[config.mk]
export PLATFORM = sky130hd
export DESIGN_NAME = melody_tone_sequencer
export DESIGN_NICKNAME = d
export VERILOG_FILES = /design/src/rtl/melody_tone_sequencer.sv
export SDC_FILE = /design/constraint.sdc
export NUM_CORES = 1
export LEC_CHECK = 0
export BUFFER_PORTS_ARGS = -buffer_cell sky130_fd_sc_hd__buf_2
export CAP_MARGIN = 20
export CORE_MARGIN = 5
export CORE_UTILIZATION = 57
export DETAILED_ROUTE_END_ITERATION = 16
export PLACE_DENSITY = 0.81
export SLEW_MARGIN = 10
export SYNTH_ARGS = -nofsm -noshare
export SYNTH_HDL_FRONTEND = slang
export SYNTH_SLANG_ARGS = --single-unit
[constraint.sdc]
create_clock -name CLOCK_50 -period 2.7 [get_ports CLOCK_50]
set_input_delay 0.27 -clock CLOCK_50 [delete_from_list [all_inputs] [get_ports CLOCK_50]]
set_output_delay 0.27 -clock CLOCK_50 [all_outputs]
set_load 0.01 [all_outputs]
[src/rtl/melody_tone_sequencer.sv]
// ---------------------------------------------------------------------------
// melody_tone_sequencer
//
// Purpose: ROM-driven melody player. Each ROM word holds a tone half-period
// (in clocks, minus 1). The player steps through the ROM one note per beat
// and produces a square-wave PCM sample pair. It supports start/stop/pause,
// loop or one-shot playback, rests (half-period 0), an end-of-song marker
// (an all-ones word) and volume attenuation by arithmetic right shift.
//
// Ports:
//   CLOCK_50          in   system clock
//   resetn            in   asynchronous active-low reset
//   start             in   level; begin playback at address 0 from IDLE/DONE
//   stop              in   level; abort to IDLE (highest priority)
//   pause             in   level; freeze playback while high
//   loop_en           in   1 = wrap to address 0 at end of song, 0 = one-shot
//   volume[2:0]       in   attenuation shift applied to AMPLITUDE
//   rom_addr          out  note ROM address
//   rom_q             in   note ROM data, valid 2 clocks after rom_addr changes
//   audio_out_allowed in   downstream FIFO has room
//   write_audio_out   out  sample write strobe
//   left_sample       out  left-channel sample
//   right_sample      out  right-channel sample (same as left)
//   playing           out  high in FETCH, WAIT, PLAY, PAUSED
//   done              out  high in DONE
//
// state  | meaning
// -------+----------------------------------------------------------------
// IDLE   | stopped, silent; waits for start
// FETCH  | rom_addr presented to the ROM (1 clock)
// WAIT   | ROM read latency (2 clocks); half-period latched on the last one
// PLAY   | tone generation; beat counter runs
// PAUSED | counters and address frozen, silent
// DONE   | one-shot song finished, silent; waits for start
// ---------------------------------------------------------------------------
module melody_tone_sequencer #(
  parameter int ADDR_W      = 10,
  parameter int ROM_DEPTH   = 1000,
  parameter int HP_W        = 19,
  parameter int BEAT_CYCLES = 2500000,
  parameter int SAMPLE_W    = 32,
  parameter int AMPLITUDE   = 100000000
) (
  input  logic                CLOCK_50,
  input  logic                resetn,
  input  logic                start,
  input  logic                stop,
  input  logic                pause,
  input  logic                loop_en,
  input  logic [2:0]          volume,
  output logic [ADDR_W-1:0]   rom_addr,
  input  logic [HP_W-1:0]     rom_q,
  input  logic                audio_out_allowed,
  output logic                write_audio_out,
  output logic [SAMPLE_W-1:0] left_sample,
  output logic [SAMPLE_W-1:0] right_sample,
  output logic                playing,
  output logic                done
);

  localparam int BEAT_W = $clog2(BEAT_CYCLES);
  // Last PLAY beat count of a note; the remaining 3 clocks of the beat are
  // spent in FETCH/WAIT for the next note.
  localparam logic [BEAT_W-1:0]   BEAT_LAST = BEAT_W'(BEAT_CYCLES - 4);
  localparam logic [ADDR_W-1:0]   ADDR_LAST = ADDR_W'(ROM_DEPTH - 1);
  localparam logic [SAMPLE_W-1:0] AMP_VAL   = SAMPLE_W'(AMPLITUDE);

  typedef enum logic [2:0] {
    S_IDLE   = 3'd0,
    S_FETCH  = 3'd1,
    S_WAIT   = 3'd2,
    S_PLAY   = 3'd3,
    S_PAUSED = 3'd4,
    S_DONE   = 3'd5
  } state_t;

  state_t              state_q,    state_d;
  logic [ADDR_W-1:0]   rom_addr_q, rom_addr_d;
  logic [BEAT_W-1:0]   beat_cnt_q, beat_cnt_d;
  logic [HP_W-1:0]     tone_cnt_q, tone_cnt_d;
  logic [HP_W-1:0]     half_per_q, half_per_d;
  logic                phase_q,    phase_d;
  logic                wait_q,     wait_d;
  logic [SAMPLE_W-1:0] sample_q,   sample_d;

  logic                play_step;
  logic                song_end;
  logic [SAMPLE_W-1:0] mag;

  // AMPLITUDE is positive, so a logical shift equals the arithmetic one.
  assign mag = AMP_VAL >> volume;

  // State register
  always_ff @(posedge CLOCK_50 or negedge resetn) begin
    if (!resetn) begin
      state_q    <= S_IDLE;
      rom_addr_q <= '0;
      beat_cnt_q <= '0;
      tone_cnt_q <= '0;
      half_per_q <= '0;
      phase_q    <= 1'b0;
      wait_q     <= 1'b0;
      sample_q   <= '0;
    end else begin
      state_q    <= state_d;
      rom_addr_q <= rom_addr_d;
      beat_cnt_q <= beat_cnt_d;
      tone_cnt_q <= tone_cnt_d;
      half_per_q <= half_per_d;
      phase_q    <= phase_d;
      wait_q     <= wait_d;
      sample_q   <= sample_d;
    end
  end

  // Next-state logic
  always_comb begin
    state_d    = state_q;
    rom_addr_d = rom_addr_q;
    beat_cnt_d = beat_cnt_q;
    tone_cnt_d = tone_cnt_q;
    half_per_d = half_per_q;
    phase_d    = phase_q;
    wait_d     = 1'b0;
    sample_d   = sample_q;
    play_step  = 1'b0;
    song_end   = 1'b0;

    if (stop) begin
      state_d    = S_IDLE;
      rom_addr_d = '0;
      beat_cnt_d = '0;
      tone_cnt_d = '0;
      half_per_d = '0;
      phase_d    = 1'b0;
      sample_d   = '0;
    end else begin
      case (state_q)
        S_IDLE, S_DONE: begin
          if (start) begin
            state_d    = S_FETCH;
            rom_addr_d = '0;
            beat_cnt_d = '0;
            tone_cnt_d = '0;
            phase_d    = 1'b0;
          end
        end
        S_FETCH: state_d = S_WAIT;
        S_WAIT: begin
          if (!wait_q) begin
            wait_d = 1'b1;
          end else begin
            beat_cnt_d = '0;
            tone_cnt_d = '0;
            phase_d    = 1'b0;
            if (&rom_q) begin
              song_end = 1'b1;
            end else begin
              half_per_d = rom_q;
              state_d    = S_PLAY;
            end
          end
        end
        S_PLAY: begin
          if (pause) begin
            state_d  = S_PAUSED;
            sample_d = '0;
          end else begin
            play_step = 1'b1;
          end
        end
        S_PAUSED: begin
          // The release clock already counts as a playing clock, so a pause
          // stretches the note by exactly the number of clocks pause was high.
          if (pause) begin
            sample_d = '0;
          end else begin
            state_d   = S_PLAY;
            play_step = 1'b1;
          end
        end
        default: state_d = S_IDLE;
      endcase

      if (play_step) begin
        if (tone_cnt_q == half_per_q) begin
          tone_cnt_d = '0;
          phase_d    = ~phase_q;
        end else begin
          tone_cnt_d = tone_cnt_q + 1'b1;
        end

        if (half_per_q == '0) begin
          phase_d  = 1'b0;
          sample_d = '0;
        end else begin
          sample_d = phase_q ? mag : ('0 - mag);
        end

        if (beat_cnt_q == BEAT_LAST) begin
          if (rom_addr_q == ADDR_LAST) begin
            song_end = 1'b1;
          end else begin
            rom_addr_d = rom_addr_q + 1'b1;
            state_d    = S_FETCH;
          end
        end else begin
          beat_cnt_d = beat_cnt_q + 1'b1;
        end
      end

      if (song_end) begin
        beat_cnt_d = '0;
        tone_cnt_d = '0;
        phase_d    = 1'b0;
        if (loop_en) begin
          rom_addr_d = '0;
          state_d    = S_FETCH;
        end else begin
          state_d  = S_DONE;
          sample_d = '0;
        end
      end
    end
  end

  // Outputs
  always_comb begin
    playing = 1'b0;
    done    = 1'b0;
    case (state_q)
      S_FETCH, S_WAIT, S_PLAY, S_PAUSED: playing = 1'b1;
      S_DONE:                            done    = 1'b1;
      default: ;
    endcase
    // Silence keeps the FIFO fed while idle; reset gates the strobe immediately.
    write_audio_out = audio_out_allowed & resetn;
    rom_addr        = rom_addr_q;
    left_sample     = sample_q;
    right_sample    = sample_q;
  end

endmodule

==> flow_summary.json, run 1 <==
{
  "status": "finished, final reports clean",
  "crit_fanout": 17,
  "yosysWarningCount": 0,
  "wirelength_um": 14840,
  "async_reset_ff_share_pct": 100.0,
  "cts_hold_buf": 0,
  "grt_pass1_wl_um": 25020,
  "grt_overflow": 0,
  "yosysTopAreaCell": "dfrtp_1",
  "grt.total_usage_pct": 23.19,
  "die_w_um": 115.3,
  "synth_seq_cells": 107,
  "p_per_area_mw_per_mm2": 425.6,
  "fin_skew_ns": 0.01121,
  "hold_viol": 0,
  "diodes": 0,
  "dr.pass1.iters": 5,
  "dpl_cell_area_mm2": 0.006694,
  "drive_gt1_share_pct": 21.38,
  "ctsResizeCount": 0,
  "synth-edff-count": 0,
  "synth_nets": 743,
  "setup_viol": 0,
  "rsz0062_at_grt": "no",
  "grt_pass1_vias": 5123,
  "final_cell_mix": "dfrtp_1 (107), buf_2 (104), nor2_1 (96), nand2_1 (67), xnor2_1 (37)",
  "tightest_slew_ns": 0.7470,
  "setup_tns_ns": 0,
  "root_buffer": "clkbuf_8",
  "clock_sinks": 107,
  "drt-wirelength-per-cell_um": 16.37,
  "yosys-top-cells-area": "dfrtp_1 (42%), nor2_1 (5.7%), xnor2_1 (5.1%)",
  "cp-start-kind": "register",
  "clk_latency_ns": 0.38,
  "yosysTopAreaCellShare_pct": 42.36,
  "grt_max_degree": 60,
  "p_leak_nw": 3.080,
  "clk_path_buf_depth": 2,
  "synth_seq_area_share_pct": 42.36,
  "ios": 106,
  "worstPathArrival_ns": 2.82,
  "end_kind": "register",
  "avgSynthCellArea_um2": 8.915,
  "dp.cells": 891,
  "post_cts_buffers": 0,
  "cts-htree-levels": 3,
  "drtIter0Drc": 585,
  "min_period_over_period_pct": 94.13,
  "fmax_mhz": 393.4,
  "hpwl_um": 10610,
  "max_cap_viol_count": 0,
  "setup.worst_path.class": "reg -> reg",
  "synth_ff_type": "dfrtp_1",
  "die_y_um": 115.3,
  "core_mm2": 0.01084,
  "place_congestion": 0.9012,
  "fp.dieArea_mm2": 0.01330,
  "nets": 796,
  "cts_buffers": 9,
  "maxSlewHeadroom_pct": 50.20,
  "hp-class": "in -> async",
  "port-buffer-count": 105,
  "cp.required_ns": 2.97,
  "drv_slew": 0,
  "ant_nets": 0,
  "synthCells": 709,
  "vias_per_cell": 6.034,
  "synthToLayoutAreaGrowth_pct": 9.303,
  "cts_tree": "yes",
  "via_count": 5473,
  "mostFrequentLayoutCell": "dfrtp_1",
  "path_clk_slew_ns": 0.11,
  "synth_area_mm2": 0.006321,
  "finalInstanceArea_mm2": 0.006909,
  "drc": 0,
  "vdd_drop_max_v": 0.0003022,
  "start_util_pct": 58.31,
  "antenna_found_initial": 0,
  "fin_crit_ns": 2.542,
  "instances_no_fill": 907,
  "rows": 38,
  "ys_types": 55
}
[worst paths after layout]
path,startpoint,to,slack (ns),depth (start not counted)
setup / recovery,state_q[2],beat_cnt_q[9],0.16,6
hold / removal,resetn,left_sample[14],0.006,2
setup reg to reg,state_q[2],beat_cnt_q[9],0.16,6
hold reg to reg,left_sample[0],left_sample[0],0.51,2
max in group asynchronous,resetn,state_q[1],2.13,2
min in group CLOCK_50,rom_q[3],half_per_q[3],0.15,3
[worst max-delay path, cell delays in order (launching register included)]
cell and delay (ns):
dfrtp_1 0.52, or3b_4 0.45, a21oi_4 0.34, o21ai_2 0.27
or4_1 0.47, and3_1 0.20, o21ba_1 0.18
[through the flow]
| stage | utilization, % | setup slack, ns | hold WS (ns) | power, mW |
|---|---|---|---|---|
| 4_1_cts | 63.68 | 0.1757 | 0.04159 | 2.952 |
| 3_5_place_dp | 61.75 | 0.1822 | 0.4502 | 1.931 |
| 2_1_floorplan | - | 0.5432 | -0.02559 | 1.817 |
| 3_3_place_gp | 61.75 | 0.3371 | 0.4418 | 1.923 |
| 5_1_grt | 63.74 | 0.03486 | 0.05127 | 3.057 |
| 6_report | 63.74 | 0.1584 | 0.005662 | 2.941 |
[synth_stat cells, types with 17 or more instances]
| cell type | number |
|---|---|
| clkbuf_1 | 29 |
| nor2_1 | 96 |
| o21ai_0 | 17 |
| dfrtp_1 | 107 |
| nor3_1 | 18 |
| a22oi_1 | 19 |
| a21oi_1 | 35 |
| xnor2_1 | 37 |
| nand3_1 | 28 |
| nand2_1 | 67 |
| nand4_1 | 23 |
| mux2i_1 | 21 |
| buf_4 | 38 |
[metal layers]
layer | routed length (µm) | GRT usage (%) | share of wire, % | up-vias
met1 | 6454 | 32.19 | 43 | 2638
met5 | 0 | 0 | 0 | -
met4 | 262 | 6.651 | 1.8 | 0
met3 | 1037 | 3.421 | 7.0 | 30
met2 | 7090 | 38.04 | 48 | 240
li1 | - | - | - | 2565
[power breakdown]
group / leakage (nW) / internal [mW] / switching (mW)
clock network: 0.0995 / 0.463 / 0.577
logic: 1.49 / 0.0913 / 0.188
registers: 1.49 / 1.61 / 0.0115
[registers in the layout, summed over array words and instances (netlist names)]
register	cells
beat_cnt_q	22
half_per_q	19
left_sample	32
phase_q	1
rom_addr	10
state_q	3
tone_cnt_q	19
wait_q	1
[logic make-up after synthesis]
family	Yosys count	synth area share, %
buffers and inverters	92	8.115
flip-flops	107	42.36
AND/OR/NAND/NOR	304	23.97
multiplexers	29	4.751
XOR/XNOR	50	6.928
adder cells (fa/ha/maj)	5	0.9897
AO/OA/AOI/OAI	122	12.89
[layout make-up]
| class | instances | area, µm² |
|---|---|---|
| fill | 920 | 3931 |
| clock buffer | 10 | 137.6 |
| inverter | 15 | 56.30 |
| clock inverter | 6 | 71.32 |
| sequential | 107 | 2678 |
| tap | 140 | 175.2 |
| multi-input combinational | 510 | 3146 |
| timing repair buffer | 119 | 645.6 |
Power figures use the tool's default switching activity.
==> run 2, diff against run 1 <==
--- a/config.mk
+++ b/config.mk
@@ -7,10 +7,13 @@
 export LEC_CHECK = 0
 export BUFFER_PORTS_ARGS = -buffer_cell sky130_fd_sc_hd__buf_2
 export CAP_MARGIN = 20
+export CELL_PAD_IN_SITES_DETAIL_PLACEMENT = 1
+export CELL_PAD_IN_SITES_GLOBAL_PLACEMENT = 2
 export CORE_MARGIN = 5
-export CORE_UTILIZATION = 57
+export CORE_UTILIZATION = 36
+export CTS_BUF_LIST = sky130_fd_sc_hd__clkbuf_2
 export DETAILED_ROUTE_END_ITERATION = 16
-export PLACE_DENSITY = 0.81
+export PLACE_DENSITY_LB_ADDON = 0.1
 export SLEW_MARGIN = 10
 export SYNTH_ARGS = -nofsm -noshare
 export SYNTH_HDL_FRONTEND = slang
==> run 2 against run 1 <==
Compared with the run above: cell count is 12% higher; largest cell class unchanged; sequential share of layout area is 1.6 points lower; non-clock buffer count is 27 higher; critical path type unchanged.
==> flow_summary.json, run 2 (synthesis results as in run 1) <==
{
  "grt_overflow": 0,
  "die_w_um": 142.5,
  "clk_latency_ns": 0.60,
  "dpl_cell_area_mm2": 0.006848,
  "fmax_mhz": 411.7,
  "grt_pass1_vias": 5668,
  "p_leak_nw": 3.176,
  "nets": 823,
  "p_per_area_mw_per_mm2": 376.3,
  "tightest_slew_ns": 0.9238,
  "max_cap_viol_count": 0,
  "vias_per_cell": 5.342,
  "drv_slew": 0,
  "core_mm2": 0.01724,
  "fp.dieArea_mm2": 0.02031,
  "utilization_pct": 41.78,
  "status": "finished, final reports clean",
  "antenna_found_initial": 0,
  "crit_fanout": 32,
  "hold_viol": 0,
  "hp-class": "in -> reg",
  "dp.cells": 979,
  "cts_tree": "yes",
  "finalInstanceArea_mm2": 0.007201,
  "cts_buffers": 9,
  "setup_viol": 0,
  "r2r-start": "beat_cnt_q[6]",
  "grt_pass1_wl_um": 29570,
  "preCtsSetupSlack_ns": 0.2784,
  "dr.pass1.iters": 4,
  "drc": 0,
  "clk_path_buf_depth": 2,
  "port-buffer-count": 105,
  "holdWs_ns": 0.09344,
  "final_cell_mix": "dfrtp_1 (107), buf_2 (104), nor2_1 (96), nand2_1 (67), xnor2_1 (37)",
  "drtIter0Drc": 254,
  "diodes": 0,
  "vdd_drop_max_v": 0.0001925,
  "die_y_um": 142.5,
  "path_clk_slew_ns": 0.29,
  "fin_crit_ns": 2.429,
  "crit_end": "left_sample[28]",
  "rows": 48,
  "instances_no_fill": 1019,
  "drt-wirelength-per-cell_um": 17.30,
  "cts-htree-levels": 3,
  "wirelength_um": 17630,
  "maxSlewHeadroom_pct": 38.41,
  "r2r_cells": 7,
  "clock_sinks": 107,
  "start_util_pct": 36.67,
  "total_power_mw": 2.709,
  "ant_nets": 0,
  "via_count": 5444,
  "r2r-end": "left_sample[28]",
  "hpwl_um": 12850,
  "fin_skew_ns": 0.04229,
  "ios": 106,
  "grt_max_degree": 72,
  "fillCellCount": 2024,
  "place_congestion": 0.8231,
  "grt.total_usage_pct": 17.93,
  "mostFrequentLayoutCell": "dfrtp_1",
  "cp.required_ns": 3.17,
  "largest_register_ffs": 32,
  "end_kind": "register",
  "reg2reg_slack_ns": 0.27,
  "critPathLaunch": "beat_cnt_q[6]",
  "cp-start-kind": "register",
  "min_period_over_period_pct": 89.96,
  "setup_ws_ns": 0.2710,
  "synthToLayoutAreaGrowth_pct": 13.92,
  "rsz0062_at_grt": "no",
  "drive_gt1_share_pct": 20.91,
  "worstPathArrival_ns": 2.90,
  "setup_tns_ns": 0,
  "root_buffer": "clkbuf_2",
  "setup.worst_path.class": "reg -> reg"
}
-- run 2: cell types whose count changed in the layout (fill, tap and decap cells not counted), sizes merged --
cell and delta:
dlygate4sd3 +24, clkinv +4, buf +3, clkinvlp -2, inv -2
-- run 2: worst min path at each step --
stage | startpoint | end | slack (ns) | cells past startpoint
2_1_floorplan | resetn | beat_cnt_q[0] | -0.03 | 0
3_5_place_dp | resetn | left_sample[15] | 0.11 | 1
6_report | stop | half_per_q[5] | 0.09 | 2
3_3_place_gp | resetn | left_sample[15] | 0.10 | 1
4_1_cts | stop | half_per_q[5] | 0.01 | 2
5_1_grt | stop | half_per_q[6] | 0.02 | 2
-- run 2: final cells by class --
| cell class | instances | area, µm² | share of cell area (%) |
|---|---|---|---|
| well taps | 225 | 281.5 | 3.910 |
| clock buffers | 10 | 50.05 | 0.6950 |
| clock inverters | 6 | 56.30 | 0.7819 |
| inverters | 15 | 56.30 | 0.7819 |
| multi-input cells | 510 | 3146 | 43.68 |
| flip-flops and latches | 107 | 2678 | 37.19 |
| repair buffers | 146 | 933.4 | 12.96 |
-- run 2: per-layer routing --
metal | GRT usage, % | share of wire (%) | wire length, µm
met1 | 23.53 | 46 | 8183
met3 | 2.386 | 3.6 | 642
met5 | 0 | 0 | 0
met4 | 4.052 | 1.0 | 178
met2 | 31.50 | 49 | 8629
-- run 2: timing repair --
action	4_1_cts	5_1_grt
gates resized for setup	0	1
endpoints found under the hold margin	131	0
hold buffers	24	0
setup endpoints to repair	0	1
buffers inserted	0	0
-- run 2: power by group --
part	leakage (nW)	switching (mW)	internal [mW]	total (mW)
registers	1.49	0.0121	1.62	1.63
clock network	0.0707	0.552	0.211	0.763
logic	1.61	0.201	0.116	0.317
total	3.18	0.765	1.94	2.71
-- run 2: critical path, cell delays in order (launching register included) --
cell	delay (ns)
dfrtp_1	0.50
or4_4	0.56
nor4_4	0.40
nand3_2	0.14
o21ai_2	0.22
a21o_1	0.20
buf_12	0.20
nor3_1	0.08
